==> config.mk <==
export PLATFORM = sky130hd
export DESIGN_NAME = apb_mst_arb2_flat
export DESIGN_NICKNAME = d
export VERILOG_FILES = /design/src/rtl/apb_mst_arb2_if.sv /design/src/rtl/apb_mst_arb2.sv /design/src/flat_wrapper.sv
export SDC_FILE = /design/constraint.sdc
export NUM_CORES = 1
export LEC_CHECK = 0
export CAP_MARGIN = 25
export CORE_MARGIN = 10
export CORE_UTILIZATION = 44
export CTS_BUF_LIST = sky130_fd_sc_hd__clkbuf_8
export DETAILED_ROUTE_END_ITERATION = 8
export PLACE_DENSITY_LB_ADDON = 0.12
export SYNTH_ARGS = -nofsm -noshare
export SYNTH_HDL_FRONTEND = slang
export SYNTH_SLANG_ARGS = --single-unit
export TNS_END_PERCENT = 30
==> constraint.sdc <==
create_clock -name PCLK -period 4.6 [get_ports PCLK]
set_input_delay 0.69 -clock PCLK [delete_from_list [all_inputs] [get_ports PCLK]]
set_output_delay 0.69 -clock PCLK [all_outputs]
set_load 0.05 [all_outputs]
==> src/rtl/apb_mst_arb2_if.sv <==
// Bus bundle for apb_mst_arb2: two requester-side APB ports, the shared downstream
// APB master port and the grant vector. "master" is the arbiter's view, "slave" the environment's.
`timescale 1ns/1ps
interface apb_mst_arb2_if #(
    parameter int PADDR_SIZE = 10,
    parameter int PDATA_SIZE = 8
);
    localparam int PSTRB_SIZE = PDATA_SIZE / 8;

    // Requester side, index i in {0,1}
    logic [1:0]                 S_PSEL;
    logic [1:0]                 S_PENABLE;
    logic [1:0][2:0]            S_PPROT;
    logic [1:0]                 S_PWRITE;
    logic [1:0][PSTRB_SIZE-1:0] S_PSTRB;
    logic [1:0][PADDR_SIZE-1:0] S_PADDR;
    logic [1:0][PDATA_SIZE-1:0] S_PWDATA;
    logic [1:0]                 S_PREADY;
    logic [1:0]                 S_PSLVERR;
    logic [PDATA_SIZE-1:0]      S_PRDATA;

    // Downstream APB master
    logic                       PSEL;
    logic                       PENABLE;
    logic                       PWRITE;
    logic [2:0]                 PPROT;
    logic [PSTRB_SIZE-1:0]      PSTRB;
    logic [PADDR_SIZE-1:0]      PADDR;
    logic [PDATA_SIZE-1:0]      PWDATA;
    logic [PDATA_SIZE-1:0]      PRDATA;
    logic                       PREADY;
    logic                       PSLVERR;

    logic [1:0]                 GNT;

    modport master (
        input  S_PSEL, S_PENABLE, S_PPROT, S_PWRITE, S_PSTRB, S_PADDR, S_PWDATA,
        output S_PREADY, S_PSLVERR, S_PRDATA,
        output PSEL, PENABLE, PWRITE, PPROT, PSTRB, PADDR, PWDATA,
        input  PRDATA, PREADY, PSLVERR,
        output GNT
    );

    modport slave (
        output S_PSEL, S_PENABLE, S_PPROT, S_PWRITE, S_PSTRB, S_PADDR, S_PWDATA,
        input  S_PREADY, S_PSLVERR, S_PRDATA,
        input  PSEL, PENABLE, PWRITE, PPROT, PSTRB, PADDR, PWDATA,
        output PRDATA, PREADY, PSLVERR,
        input  GNT
    );
endinterface

==> src/rtl/apb_mst_arb2.sv <==
// Two-requester round-robin APB arbiter driving one APB slave; every output is registered.
// Optional ACCESS-phase watchdog enabled by defining APB_MST_ARB2_TIMEOUT_EN.
`timescale 1ns/1ps
module apb_mst_arb2 #(
    parameter int PADDR_SIZE = 10,
    parameter int PDATA_SIZE = 8,
    parameter int TIMEOUT    = 16
) (
    input  logic           PCLK,
    input  logic           PRESETn,
    apb_mst_arb2_if.master bus
);
    localparam int PSTRB_SIZE = PDATA_SIZE / 8;

    typedef enum logic [1:0] {
        ST_IDLE   = 2'd0,
        ST_SETUP  = 2'd1,
        ST_ACCESS = 2'd2,
        ST_DONE   = 2'd3
    } state_t;

    state_t                 state_q, state_d;
    logic                   last_q, last_d;
    logic [1:0]             gnt_q, gnt_d;
    logic                   psel_q, psel_d;
    logic                   penable_q, penable_d;
    logic                   pwrite_q, pwrite_d;
    logic [2:0]             pprot_q, pprot_d;
    logic [PSTRB_SIZE-1:0]  pstrb_q, pstrb_d;
    logic [PADDR_SIZE-1:0]  paddr_q, paddr_d;
    logic [PDATA_SIZE-1:0]  pwdata_q, pwdata_d;
    logic [1:0]             sready_q, sready_d;
    logic [1:0]             sslverr_q, sslverr_d;
    logic [PDATA_SIZE-1:0]  sprdata_q, sprdata_d;

    // Winner: the lone requester, or on a tie the one not served last.
    logic sel;
    assign sel = bus.S_PSEL[1] & (~bus.S_PSEL[0] | ~last_q);

    // Requester PENABLE carries no information for this arbiter.
    logic unused_penable;
    assign unused_penable = ^bus.S_PENABLE;

`ifdef APB_MST_ARB2_TIMEOUT_EN
    localparam int CNT_W = $clog2(TIMEOUT) + 1;
    logic [CNT_W-1:0] cnt_q, cnt_d;
`else
    localparam int UNUSED_TIMEOUT = TIMEOUT;
`endif

    always_ff @(posedge PCLK or negedge PRESETn) begin
        if (!PRESETn) begin
            state_q   <= ST_IDLE;
            last_q    <= 1'b1;
            gnt_q     <= '0;
            psel_q    <= 1'b0;
            penable_q <= 1'b0;
            pwrite_q  <= 1'b0;
            pprot_q   <= '0;
            pstrb_q   <= '0;
            paddr_q   <= '0;
            pwdata_q  <= '0;
            sready_q  <= '0;
            sslverr_q <= '0;
            sprdata_q <= '0;
        end else begin
            state_q   <= state_d;
            last_q    <= last_d;
            gnt_q     <= gnt_d;
            psel_q    <= psel_d;
            penable_q <= penable_d;
            pwrite_q  <= pwrite_d;
            pprot_q   <= pprot_d;
            pstrb_q   <= pstrb_d;
            paddr_q   <= paddr_d;
            pwdata_q  <= pwdata_d;
            sready_q  <= sready_d;
            sslverr_q <= sslverr_d;
            sprdata_q <= sprdata_d;
        end
    end

`ifdef APB_MST_ARB2_TIMEOUT_EN
    always_ff @(posedge PCLK or negedge PRESETn) begin
        if (!PRESETn) cnt_q <= '0;
        else          cnt_q <= cnt_d;
    end
`endif

    logic                  cmpl;
    logic                  cmpl_err;
    logic [PDATA_SIZE-1:0] cmpl_data;

    always_comb begin
        state_d   = state_q;
        last_d    = last_q;
        gnt_d     = gnt_q;
        psel_d    = psel_q;
        penable_d = penable_q;
        pwrite_d  = pwrite_q;
        pprot_d   = pprot_q;
        pstrb_d   = pstrb_q;
        paddr_d   = paddr_q;
        pwdata_d  = pwdata_q;
        sready_d  = sready_q;
        sslverr_d = sslverr_q;
        sprdata_d = sprdata_q;
        cmpl      = 1'b0;
        cmpl_err  = 1'b0;
        cmpl_data = '0;
`ifdef APB_MST_ARB2_TIMEOUT_EN
        cnt_d     = cnt_q;
`endif

        case (state_q)
            ST_IDLE: begin
                if (|bus.S_PSEL) begin
                    gnt_d     = sel ? 2'b10 : 2'b01;
                    paddr_d   = bus.S_PADDR[sel];
                    pwrite_d  = bus.S_PWRITE[sel];
                    pwdata_d  = bus.S_PWDATA[sel];
                    pstrb_d   = bus.S_PSTRB[sel];
                    pprot_d   = bus.S_PPROT[sel];
                    psel_d    = 1'b1;
                    penable_d = 1'b0;
                    state_d   = ST_SETUP;
                end
            end
            ST_SETUP: begin
                penable_d = 1'b1;
                state_d   = ST_ACCESS;
`ifdef APB_MST_ARB2_TIMEOUT_EN
                cnt_d     = '0;
`endif
            end
            ST_ACCESS: begin
                if (bus.PREADY) begin
                    cmpl      = 1'b1;
                    cmpl_err  = bus.PSLVERR;
                    cmpl_data = bus.PRDATA;
                end
`ifdef APB_MST_ARB2_TIMEOUT_EN
                // Watchdog: the TIMEOUT-th stalled ACCESS cycle ends the transfer with an error.
                else if (cnt_q == CNT_W'(TIMEOUT - 1)) begin
                    cmpl      = 1'b1;
                    cmpl_err  = 1'b1;
                    cmpl_data = '0;
                end else begin
                    cnt_d = cnt_q + 1'b1;
                end
`endif
            end
            ST_DONE: begin
                // Not re-arbitrating here keeps the finishing requester's stale PSEL from winning again.
                sready_d  = '0;
                sslverr_d = '0;
                gnt_d     = '0;
                state_d   = ST_IDLE;
            end
            default: state_d = ST_IDLE;
        endcase

        if (cmpl) begin
            psel_d    = 1'b0;
            penable_d = 1'b0;
            sready_d  = gnt_q;
            sslverr_d = gnt_q & {2{cmpl_err}};
            sprdata_d = cmpl_data;
            last_d    = gnt_q[1];
            state_d   = ST_DONE;
        end
    end

    assign bus.GNT       = gnt_q;
    assign bus.PSEL      = psel_q;
    assign bus.PENABLE   = penable_q;
    assign bus.PWRITE    = pwrite_q;
    assign bus.PPROT     = pprot_q;
    assign bus.PSTRB     = pstrb_q;
    assign bus.PADDR     = paddr_q;
    assign bus.PWDATA    = pwdata_q;
    assign bus.S_PREADY  = sready_q;
    assign bus.S_PSLVERR = sslverr_q;
    assign bus.S_PRDATA  = sprdata_q;
endmodule

==> src/flat_wrapper.sv <==
// flat-port wrapper written by rule: the top's interface ports become plain ports
module apb_mst_arb2_flat 
#(
    parameter int PADDR_SIZE = 10,
    parameter int PDATA_SIZE = 8,
    parameter int TIMEOUT    = 16
)
  (PCLK, PRESETn, bus_S_PSEL, bus_S_PENABLE, bus_S_PPROT, bus_S_PWRITE, bus_S_PSTRB, bus_S_PADDR, bus_S_PWDATA, bus_S_PREADY, bus_S_PSLVERR, bus_S_PRDATA, bus_PSEL, bus_PENABLE, bus_PWRITE, bus_PPROT, bus_PSTRB, bus_PADDR, bus_PWDATA, bus_PRDATA, bus_PREADY, bus_PSLVERR, bus_GNT);
  apb_mst_arb2_if #(.PADDR_SIZE(PADDR_SIZE), .PDATA_SIZE(PDATA_SIZE)) bus_i ();
  input  logic PCLK;
  input  logic PRESETn;
  input wire logic [$bits(bus_i.S_PSEL)-1:0] bus_S_PSEL;
  input wire logic [$bits(bus_i.S_PENABLE)-1:0] bus_S_PENABLE;
  input wire logic [$bits(bus_i.S_PPROT)-1:0] bus_S_PPROT;
  input wire logic [$bits(bus_i.S_PWRITE)-1:0] bus_S_PWRITE;
  input wire logic [$bits(bus_i.S_PSTRB)-1:0] bus_S_PSTRB;
  input wire logic [$bits(bus_i.S_PADDR)-1:0] bus_S_PADDR;
  input wire logic [$bits(bus_i.S_PWDATA)-1:0] bus_S_PWDATA;
  output wire logic [$bits(bus_i.S_PREADY)-1:0] bus_S_PREADY;
  output wire logic [$bits(bus_i.S_PSLVERR)-1:0] bus_S_PSLVERR;
  output wire logic [$bits(bus_i.S_PRDATA)-1:0] bus_S_PRDATA;
  output wire logic [$bits(bus_i.PSEL)-1:0] bus_PSEL;
  output wire logic [$bits(bus_i.PENABLE)-1:0] bus_PENABLE;
  output wire logic [$bits(bus_i.PWRITE)-1:0] bus_PWRITE;
  output wire logic [$bits(bus_i.PPROT)-1:0] bus_PPROT;
  output wire logic [$bits(bus_i.PSTRB)-1:0] bus_PSTRB;
  output wire logic [$bits(bus_i.PADDR)-1:0] bus_PADDR;
  output wire logic [$bits(bus_i.PWDATA)-1:0] bus_PWDATA;
  input wire logic [$bits(bus_i.PRDATA)-1:0] bus_PRDATA;
  input wire logic [$bits(bus_i.PREADY)-1:0] bus_PREADY;
  input wire logic [$bits(bus_i.PSLVERR)-1:0] bus_PSLVERR;
  output wire logic [$bits(bus_i.GNT)-1:0] bus_GNT;
  assign bus_i.S_PSEL = bus_S_PSEL;
  assign bus_i.S_PENABLE = bus_S_PENABLE;
  assign bus_i.S_PPROT = bus_S_PPROT;
  assign bus_i.S_PWRITE = bus_S_PWRITE;
  assign bus_i.S_PSTRB = bus_S_PSTRB;
  assign bus_i.S_PADDR = bus_S_PADDR;
  assign bus_i.S_PWDATA = bus_S_PWDATA;
  assign bus_S_PREADY = bus_i.S_PREADY;
  assign bus_S_PSLVERR = bus_i.S_PSLVERR;
  assign bus_S_PRDATA = bus_i.S_PRDATA;
  assign bus_PSEL = bus_i.PSEL;
  assign bus_PENABLE = bus_i.PENABLE;
  assign bus_PWRITE = bus_i.PWRITE;
  assign bus_PPROT = bus_i.PPROT;
  assign bus_PSTRB = bus_i.PSTRB;
  assign bus_PADDR = bus_i.PADDR;
  assign bus_PWDATA = bus_i.PWDATA;
  assign bus_i.PRDATA = bus_PRDATA;
  assign bus_i.PREADY = bus_PREADY;
  assign bus_i.PSLVERR = bus_PSLVERR;
  assign bus_GNT = bus_i.GNT;
  apb_mst_arb2 #(.PADDR_SIZE(PADDR_SIZE), .PDATA_SIZE(PDATA_SIZE), .TIMEOUT(TIMEOUT)) u_core (.PCLK(PCLK), .PRESETn(PRESETn), .bus(bus_i));
endmodule
# == After elaboration in Yosys (flattened, before gate mapping) ==
# Cells that the tools add are included.
# totals
rom_bits,0
ram_bits,0
reg_bits,42
latch_bits,0
memories,0
elab_cells,68
output_inout_bits,39
# op_classes
mux,31
bitwise_logic,5
reduce_logical,13
n_shift,0
add_sub_neg,0
div,0
n_eq_ne,5
n_mul,0
order_cmp,1
# op_table
cell,n
$mux W8,4
$mux W10,2
$mux W2,7
$mux W1,13
$reduce_and A2 Y1,5
$reduce_bool A2 Y1,4
$mux W3,2
$pmux W2 S3,1
$eq A2 B2 Y1 const B,2
$pmux W2 S2,1
$reduce_bool A4 Y1,1
$ne A3 B1 Y1 const B,1
$reduce_bool A3 Y1,1
$and A2 B2 Y2,1
$eq A2 B1 Y1 const B,1
$logic_not A2 Y1,1
$lt A1 B2 Y1 const B,1
$ne A2 B1 Y1 const B,1
$not A1 Y1,2
$pmux W1 S2,1
$reduce_or A2 Y1,1
$and A1 B1 Y1,1
$or A1 B1 Y1,1

# == Depth between registers and ports, before layout ==
# depth
ltp_word,6
ltp_mapped,6

# == Worst setup path before layout ==
# OpenSTA, ideal clock, no wires.
# synth_path
kind,register to register
start,reg u_core.state_q[0]
end,reg u_core.state_q[1]
setup_slack_ns,3.068
required_ns,4.479
n_path_buf,1
stages_incl_launch_ff,7
arrival_time_ns,1.411
setup_time_ns,0.121
period_less_slack_ns,1.532
path_cell_list,dfrtp_1 inv_1 ha_1 buf_4 nand2_1 a311o_1 o22a_1
# synth_via
elab_chain_cells,4
word_cells_on_any_way,10
cone_classes,eq/ne: 4; mux: 3; reduce/logical: 3
# synth_rtl
element,line,text
from (decl),apb_mst_arb2.sv:22,"state_t state_q, state_d;"
from (signal assigned),apb_mst_arb2.sv:67,state_q <= state_d;
$eq A2 B2 Y1,apb_mst_arb2.sv:115,case (state_q)
$mux W1,apb_mst_arb2.sv:115,
$ne A3 B1 Y1 (no line) or $reduce_bool A4 Y1 (tied branches),n/a,
$reduce_and A2 Y1 (no line),n/a,
# Parallel ways exist; a longest one is shown, timed or not.
# A chain may end at the register's enable or synchronous reset.

# == Worst setup path in the final report ==
# layout_path
start,"reg u_core.gnt_q[1], in the netlist u_core.bus.GNT[1]"
end,out bus_GNT[1]
# layout_lines
element,line,text
from (decl),apb_mst_arb2.sv:24,"logic [1:0] gnt_q, gnt_d;"
from (signal assigned),apb_mst_arb2.sv:69,gnt_q <= gnt_d;
to (decl),flat_wrapper.sv:32,output wire logic [$bits(bus_i.GNT)-1:0] bus_GNT;
# No word-level cell between the ends.

==> metrics <==
mapped cell area=0.001907 mm2; Slew @ Worst Pin=1.015 ns; fmax=436.7 MHz; HPWL Detailed=4492 um; Die W=85.83 um; setup TNS=0 ns; Final setup viols=0; Comb power frac=0.617; GRT Overall Usage=0.1568; setup bufs post-CTS=0; via count=1658; drt wl/cell=18.17 um; Mapped Avg Cell Area=11.15 um2; Inst Count DP=311; crit-path cells=clkdlybuf4s50_1; register clock-pin slew on the reported worst setup and hold paths=0.08 ns; global-route wire length before repair=9190 um; final WL=5814 um; Largest stage delay, worst path=0.85 ns; Mapped Cells=171; CP Launch Type=flop; grt total ovfl=0; critical path endpoint category=output pin; reg2reg setup slack=2.42 ns; number of diodes=0; via-per-instance ratio=5.181; switching pwr=0.001052 W; peak supply drop=346.7 uV; max_cap viols=0; CTS Root Cell=clkbuf_8; final worst slack=2.310 ns; Final Hold Fails=0; port bufs=98; number of global-route vias before repair=1704; reg2reg end=u_core.bus.PWDATA[3]; Clock Skew=0.006428 ns; DRT antenna net count=0; Worst Path Arrival=1.60 ns; sequential element share of the synthesized area=0.5518; cell depth of the worst flop-to-flop path=5; area share of the largest cell type after synthesis=0.5381; Setup CP Type=flop to output pin; Slew HR=0.3226; Syn-to-layout area delta=57.94%; fin cells=320; Worst Hold Class=primary input to async pin; Internal Power=0.001147 W; PwrDens=730.2 mW/mm2; Starting Density=0.4666; GP Congestion=0.7778; Iter 0 DRT Violations=62; final core occ=0.7370; Mapped Nets=239; largest net degree at the start of global routing=43; Worst Path Required=3.91 ns; LEAKAGE=1.280 nW; worst slack, placed=2.027 ns; register share of total power=0.282; RSZ-0062 raised after global routing=false; top post-synthesis cells by area=dfrtp_1, a221o_1, and2_1; CP Buf/Inv Count=1; floorplan row count=23; Max H-tree Level=2; Multi-input gate area=783.3 um2; biggest area consumer among synthesized cells=dfrtp_1; FF-to-FF Start=u_core.state_q[0]; DRT Pass-1 Iters=4; number of CTS-inserted buffers=5; Crit path depth=1; Final period util=0.4978; worst-skew pair later-pin latency=0.29 ns; CP Max Fanout=6; CP max stage cell=clkdlybuf4s50_1; number of fillers in the final layout=309; DRC=0; cts repair resizes=0; I/O Pins=101; flops & latches, synth=42; Critical Path Sink=bus_GNT[1]; most frequent cells in the layout=clkdlybuf4s50_1, dfrtp_1, nand2_1, a221o_1, and2_1; CORE AREA=0.004086 mm2; commonest non-fill, non-tap cell in the layout=clkdlybuf4s50_1; Clock power frac=0.100; Clock Path Buffers=2; CTS tree=done; Final min period=2.290 ns; switching share of power=0.4782; register area=0.001052 mm2; full die area=0.007367 mm2; die height=85.83 um; Total Power=0.002199 W; outcome=complete, no violations; crit-path leading delay family=buffers and inverters; clock sinks=42; Max Slew Vio Count=0; Yosys warnings=0; initial antenna violation count=0; crit path from=u_core.bus.GNT[1]; hold buffers post-CTS=0; Final nets=337; Unique masters post-synth=28; layout cell share with drive strength beyond 1=0.04815
-- worst min-delay path by stage --
| stage | cells past startpoint | end | slack (ns) |
|---|---|---|---|
| 2_1_floorplan | 0 | u_core.bus.GNT[0] | 0.39 |
| 3_3_place_gp | 2 | u_core.bus.S_PRDATA[3] | 0.46 |
| 3_5_place_dp | 2 | u_core.bus.S_PRDATA[1] | 0.47 |
| 4_1_cts | 2 | u_core.bus.S_PRDATA[1] | 0.49 |
| 5_1_grt | 1 | u_core.bus.PADDR[8] | 0.17 |
| 6_report | 1 | u_core.bus.PADDR[8] | 0.18 |
-- cell type report --
| cell class | count | share of cell area |
|---|---|---|
| clock buffers | 5 | 0.02285 |
| well taps | 50 | 0.02077 |
| repair buffers | 100 | 0.3344 |
| flip-flops and latches | 42 | 0.3494 |
| clock inverters | 3 | 0.003739 |
| inverters | 7 | 0.008725 |
| multi-input cells | 113 | 0.2601 |
-- synthesized netlist by cell type --
| library cell | count |
|---|---|
| a21boi_0 | 1 |
| a21o_1 | 1 |
| a21oi_1 | 1 |
| a21oi_2 | 1 |
| a221o_1 | 23 |
| a22o_1 | 4 |
| a311o_1 | 1 |
| a32o_1 | 1 |
| a32oi_1 | 1 |
| and2_0 | 8 |
| and2_1 | 17 |
| buf_2 | 6 |
| buf_4 | 1 |
| clkbuf_1 | 2 |
| dfrtp_1 | 41 |
| dfstp_2 | 1 |
| ha_1 | 6 |
| inv_1 | 7 |
| nand2_1 | 24 |
| nand3_1 | 2 |
| nor2_1 | 4 |
| nor2_2 | 1 |
| nor3b_2 | 1 |
| o21ai_0 | 11 |
| o21ai_2 | 1 |
| o21bai_1 | 1 |
| o22a_1 | 2 |
| o22ai_1 | 1 |
-- registers in the layout, indices dropped and copies added, names as in the netlist --
signal and count:
u_core.bus.S_PRDATA 8, u_core.bus.PWRITE 1, u_core.bus.PADDR 10, u_core.bus.GNT 2, u_core.bus.S_PREADY 2, u_core.last_q 1, u_core.bus.PENABLE 1, u_core.bus.PSTRB 1
u_core.bus.PPROT 3, u_core.bus.S_PSLVERR 2, u_core.state_q 2, u_core.bus.PSEL 1, u_core.bus.PWDATA 8
-- power groups by stage --
stage	registers (W)	logic (W)	clock network (W)
after floorplan	0.00113	0.000403	0
after global placement	0.000617	0.00135	0
after detailed placement	0.000628	0.00137	0
after CTS	0.000622	0.00137	0.000230
after global routing	0.000645	0.00144	0.000242
final	0.000621	0.00136	0.000221
-- through the flow --
| stage | cell area [um2] | hold slack (ns) |
|---|---|---|
| 2_1_floorplan | 1907 | 0.3944 |
| 5_1_grt | 3012 | 0.1667 |
| 3_5_place_dp | 2912 | 0.4702 |
| 3_3_place_gp | 2900 | 0.4610 |
| 4_1_cts | 2992 | 0.4868 |
| 6_report | 3012 | 0.1825 |
-- cells by family after synthesis --
kind of cell             after synthesis  share of synthesized area
AND/OR/NAND/NOR                       57                     0.1522
AO/OA/AOI/OAI                         50                     0.2192
flip-flops                            42                     0.5518
buffers and inverters                 16                    0.03741
adder cells (fa/ha/maj)                6                    0.03937
-- per-layer routing --
metal | track usage | wire, um | part of all wire
met5 | 0 | 0 | 0
met4 | 0.04042 | 54 | 0.0093
met3 | 0.07285 | 516 | 0.089
met2 | 0.2561 | 2799 | 0.48
met1 | 0.1813 | 2444 | 0.42
Note: power is estimated with default switching activity, not from simulation.
